===== src/rtl/receptor_serial_quadro.sv =====
// Serial frame receiver: start bit, NBITS_DATA data bits LSB-first, optional parity, stop bit.
// Delivers the framed word with a one-cycle valid pulse plus sticky parity/stop error flags.
module receptor_serial_quadro #(
  parameter int unsigned NBITS_DATA = 4,
  parameter bit          PARITY_EN  = 1'b1,
  parameter bit          PARITY_ODD = 1'b0
) (
  input  logic                  clk_2,
  input  logic                  reset,
  input  logic                  enable,
  input  logic                  serial_in,
  output logic [NBITS_DATA-1:0] dado,
  output logic                  valido,
  output logic                  erro_paridade,
  output logic                  erro_parada,
  output logic                  ocupado,
  output logic [1:0]            estado
);

  typedef enum logic [1:0] {
    StIdle   = 2'd0,
    StData   = 2'd1,
    StParity = 2'd2,
    StStop   = 2'd3
  } state_e;

  state_e                state_q, state_d;
  logic [2:0]            cnt_q, cnt_d;
  logic [NBITS_DATA-1:0] buf_q, buf_d;
  logic [NBITS_DATA-1:0] dado_q, dado_d;
  logic                  par_q, par_d;
  logic                  valido_q, valido_d;
  logic                  perr_q, perr_d;
  logic                  serr_q, serr_d;
  logic                  mismatch;

  assign mismatch = PARITY_EN ? ((^buf_q ^ par_q) != PARITY_ODD) : 1'b0;

  always_comb begin
    state_d  = state_q;
    cnt_d    = cnt_q;
    buf_d    = buf_q;
    dado_d   = dado_q;
    par_d    = par_q;
    valido_d = 1'b0;
    perr_d   = perr_q;
    serr_d   = serr_q;
    if (enable) begin
      unique case (state_q)
        StIdle: begin
          if (!serial_in) begin
            state_d = StData;
            cnt_d   = '0;
            buf_d   = '0;
          end
        end
        StData: begin
          // Shifting in from the top lands bit k at buf[k] after NBITS_DATA samples.
          buf_d = {serial_in, buf_q[NBITS_DATA-1:1]};
          cnt_d = cnt_q + 3'd1;
          if (cnt_q == 3'(NBITS_DATA - 1)) begin
            state_d = PARITY_EN ? StParity : StStop;
          end
        end
        StParity: begin
          par_d   = serial_in;
          state_d = StStop;
        end
        StStop: begin
          state_d = StIdle;
          if (serial_in) begin
            dado_d   = buf_q;
            valido_d = 1'b1;
            perr_d   = mismatch;
            serr_d   = 1'b0;
          end else begin
            serr_d = 1'b1;
          end
        end
        default: state_d = StIdle;
      endcase
    end
  end

  always_ff @(posedge clk_2 or posedge reset) begin
    if (reset) begin
      state_q  <= StIdle;
      cnt_q    <= '0;
      buf_q    <= '0;
      dado_q   <= '0;
      par_q    <= 1'b0;
      valido_q <= 1'b0;
      perr_q   <= 1'b0;
      serr_q   <= 1'b0;
    end else begin
      state_q  <= state_d;
      cnt_q    <= cnt_d;
      buf_q    <= buf_d;
      dado_q   <= dado_d;
      par_q    <= par_d;
      valido_q <= valido_d;
      perr_q   <= perr_d;
      serr_q   <= serr_d;
    end
  end

  assign dado          = dado_q;
  assign valido        = valido_q;
  assign erro_paridade = perr_q;
  assign erro_parada   = serr_q;
  assign estado        = state_q;
  assign ocupado       = (state_q != StIdle);

endmodule


===== config.mk =====
export PLATFORM = sky130hd
export DESIGN_NAME = receptor_serial_quadro
export DESIGN_NICKNAME = d
export VERILOG_FILES = /design/src/rtl/receptor_serial_quadro.sv
export SDC_FILE = /design/constraint.sdc
export NUM_CORES = 1
export LEC_CHECK = 0
export ABC_AREA = 0
export CAP_MARGIN = 15
export CORE_MARGIN = 4
export CORE_UTILIZATION = 40
export DETAILED_ROUTE_END_ITERATION = 16
export GPL_TIMING_DRIVEN = 0
export HOLD_SLACK_MARGIN = 0.1
export MAX_ROUTING_LAYER = met4
export PLACE_DENSITY = 0.63
export SYNTH_ARGS = -nofsm -noshare
export SYNTH_HDL_FRONTEND = slang
export SYNTH_SLANG_ARGS = --single-unit

===== constraint.sdc =====
create_clock -name clk_2 -period 1.5 [get_ports clk_2]
set_input_delay 0.45 -clock clk_2 [delete_from_list [all_inputs] [get_ports clk_2]]
set_output_delay 0.45 -clock clk_2 [all_outputs]
set_load 0.01 [all_outputs]

==> out/results.env <==
HOLDCRITSTARTPOINT='dado[3]'
REG2REG_DEPTH=6
LEAKAGE_nW=0.6255
DIE_AREA_MM2=0.003152
CP_MAX_FO=2
WORSTREG2REGEND='cnt_q[2]'
PLACE.DETAILED.INSTANCES=121
WORSTREG2REGSTART='estado[1]'
CLOCKPOWERSHARE_PCT=9.8
DRT_PRE_ANTENNA_ITERS=2
WORST_SKEW_PAIR.LATE_LATENCY_NS=0.29
TYPE_OF_THE_MOST_CRITICAL_HOLD_PATH='reg -> reg'
POST_SYNTH_EDFFS=0
FAILING_CHECKS='negative setup slack'
SYNTH.NET_COUNT=90
OUTCOME='finished, violations left'
NETLIST_TOP_CELLS_COUNT='17 x dfrtp_1, 8 x nand2_1, 7 x inv_1'
PORTS_PLACED_ON_THE_BOUNDARY=14
DETAIL_ROUTE.ITER0.VIOLATIONS=5
GRT-OVFL-TOTAL=0
LAYOUT.CORE_UTILIZATION_PCT=56.67
REPORT.POWER.TOTAL_mW=2.585
REPORT.FINAL.SLEW_VIOL_COUNT=0
TCRIT_TCLK_FINAL_PCT=107.9
ROUTE.VIAS.TOTAL=701
TOP_FLIP_FLOP_CELL_BY_INSTANCE_COUNT_AFTER_SYNTHESIS='dfrtp_1'
REGISTER_TO_REGISTER_SETUP_SLACK_NS=0
WORST_EP_ARRIVAL_TIME_NS=1.17
FINAL.SETUP.WORST_SLACK_NS=-0.1185
HOLDPATHSTAGES=1
CP_SLOWEST_STAGE_DELAY_NS=0.41
GRT_START_MAX_NET_PINS=18
HOLDBUFCOUNTCTS=0
POWER.IR.VDD_WORST_uV=1082
CTS_NUM_SINKS=17
CP_CELL_SEQUENCE='inv_2 -> ha_4 -> buf_6 -> inv_4 -> buf_6'
YOSYS_WARNINGS=0
POST-SYNTH-TOP-COUNT-CELL='dfrtp_1'
WORSTHOLDENDPOINT='dado[3]'
FINAL_REPORT_HOLD_VIOLATION_COUNT=0
REQUIRED_NS=1.05
COMB_POWER_SHARE_PCT=59.0
SYNTH.LARGEST_AREA_CELL='dfrtp_1'
SWITCHINGPOWER_mW=0.9765
SETUP.WORST_PATH.START_CLASS='flip-flop'
CTS-HTREE-LEVELS=1
SYN-INSTANCE-COUNT=80
SYNTH_AREA_LEADERS='dfrtp_1 46%, ha_1 8.1%, mux2_1 4.9%'
INSERTEDDIODECOUNT=0
SYNTH_CELL_TYPES=35
CRITPATHKIND='reg -> out'
CHIPHEIGHT_UM=56.15
POST-ROUTE-MIN-PERIOD_NS=1.618
DIE_WIDTH_UM=56.15
SEQ_POWER_SHARE_PCT=31.2
CELLINTERNALPOWER_mW=1.609
CTS_TREE='done'
CRIT_PATH_END_KIND='primary output'
POST_LAYOUT_NONFILLER_INSTANCES=137
SLEW-LIMIT-HEADROOM_PCT=56.91
GRT_PASS1_VIAS=777
FMAX_MHz=617.9
FRACTION_OF_FINAL_LAYOUT_CELLS_SIZED_BEYOND_DRIVE_STRENGTH_1_PCT=33.94
POWER-PER-CELL-AREA_mW_PER_MM2=2062
CLOCK_TREE.BUFFER_DEPTH=2
PLACE.GP.CONGESTION=0.7619
GRT_USAGE_PCT=13.17
FINALNETCOUNT=120
TIMING.CRITICAL_PATH.SLOWEST_STAGE_CELL='dfrtp_1'
NUMBER_OF_BUFFER_CELLS_ADDED_ON_PRIMARY_PORTS=13
INITIAL_UTILIZATION_PCT=41.91
TIMING.HOLD.WS_NS=0.4929
TIMING.CRITICAL_PATH.BUF_INV=4
SW_FRAC_OF_TOTAL_PCT=37.77
GRT_FIRST_PASS_WIRELENGTH_UM=3236
SYN-CELL-AREA_UM2=927.1
GRT_SETUP_UNREPAIRED='yes'
SYN2LAYOUT_AREA_GROWTH_PCT=35.22
TIMING.MAX_CAP.VIOLATIONS=0
SETUP_VIOL=2
ROUTE.DETAILED.VIAS_PER_INST=5.117
YOSYS_REGISTER_BITS=17
AVGSYNTHCELLAREA_UM2=11.59
TNS_NS=-0.1195
ROUTE.FINAL.WIRE_LENGTH_UM=1947
FP.COREAREA_MM2=0.002212
SYNTH.TOP_CELL.AREA_SHARE_PCT=45.88
DETAILED_PLACE_HPWL_UM=1230
CPMOSTUSEDCELL='buf_6'
YS_ASYNC_SR_FRACTION_PCT=100.0
CTS-BUFFERS-INSERTED=3
WORST-SLEW-PIN-TRANSITION_NS=0.6456
FP-ROW-COUNT=17
POSTROUTEANTENNANETS=0
SEQUENTIAL_TO_TOTAL_AREA_SHARE_FROM_YOSYS_STAT_PCT=45.88
CP_TOP_FAMILY='flip-flops'
ANTENNA_VIOLATIONS_BEFORE_REPAIR=0
CTS_ROOT_BUFFER='clkbuf_4'
CLK_PIN_SLEW_NS=0.10
FINCLKSKEW_NS=0.003766
DRCVIOLATIONCOUNT=0
ROUTE.DETAILED.WL_PER_INST_UM=14.21
-- placed cells by master (no fill, tap or decap), drive strengths merged, types with 2 or more instances in the layout --
master,netlist,final
a32o,2,2
buf,4,19
inv,7,7
clkdlybuf4s50,0,2
o21ai,5,5
ha,6,6
mux2i,2,2
o221ai,2,2
a21oi,2,2
dfrtp,17,17
a21boi,2,2
clkbuf,0,3
nand2,8,8
nand3,2,2
dlygate4sd2,0,7
xnor2,2,2
mux2,6,6
-- flip-flops by register name (all words and copies together) (netlist names) --
signal,count
buf_q,4
cnt_q,3
dado,4
erro_parada,1
erro_paridade,1
estado,2
par_q,1
valido,1
-- metrics by stage --
stage                     worst slack, ns  area, um2
after floorplan                  0.004683      932.1
final                             -0.1185       1254
after global placement            -0.3779       1097
after CTS                         -0.1466       1162
after detailed placement          -0.3982       1097
after global routing              -0.1823       1254
-- worst max path at each step --
stage	end	depth (start not counted)	slack, ns	start
global placement	ocupado	5	-0.38	estado[0]
global route	ocupado	5	-0.18	estado[1]
floorplan	cnt_q[2]	5	0.005	estado[1]
detailed placement	ocupado	5	-0.40	estado[1]
finish	ocupado	5	-0.12	estado[1]
CTS	ocupado	5	-0.15	estado[1]
-- layer usage --
layer | routed length, um | GRT usage [%]
met4 | 17 | 5.763
met5 | 0 | -
met2 | 991 | 22.54
met1 | 864 | 14.96
met3 | 74 | 2.320
-- area by class of cell --
| type | count | area, um2 |
|---|---|---|
| plain buffers | 4 | 41.29 |
| fillers | 209 | 958.4 |
| multi-input cells | 52 | 493.0 |
| repair buffers | 25 | 202.7 |
| flip-flops and latches | 17 | 425.4 |
| inverters | 7 | 28.78 |
| well taps | 28 | 35.03 |
| clock buffers | 3 | 22.52 |
| clock inverters | 1 | 5.005 |
-- what timing repair did --
action	4_1_cts	5_1_grt
endpoints found under the hold margin	0	0
gates cloned	0	1
setup buffers	6	5
pin swaps	3	2
gates resized for setup	24	12
endpoints found under the setup margin	12	11
-- logic make-up after synthesis --
family / share of synthesized area, %
xor gates and xnor gates: 4.319
AOI/OAI and AO/OA: 16.33
adders and majority gates: 8.097
buffers and inverters: 5.533
DFF: 45.88
muxes: 9.851
and+or+nand+nor: 9.988
-- power groups by stage --
stage,registers (mW),logic (mW),clock network [mW]
final,0.808,1.52,0.253
after global routing,0.836,1.68,0.282
after CTS,0.809,1.32,0.256
after detailed placement,0.845,1.22,0
after global placement,0.839,1.18,0
after floorplan,0.856,0.789,0
Note: power is estimated with default switching activity, not from simulation.
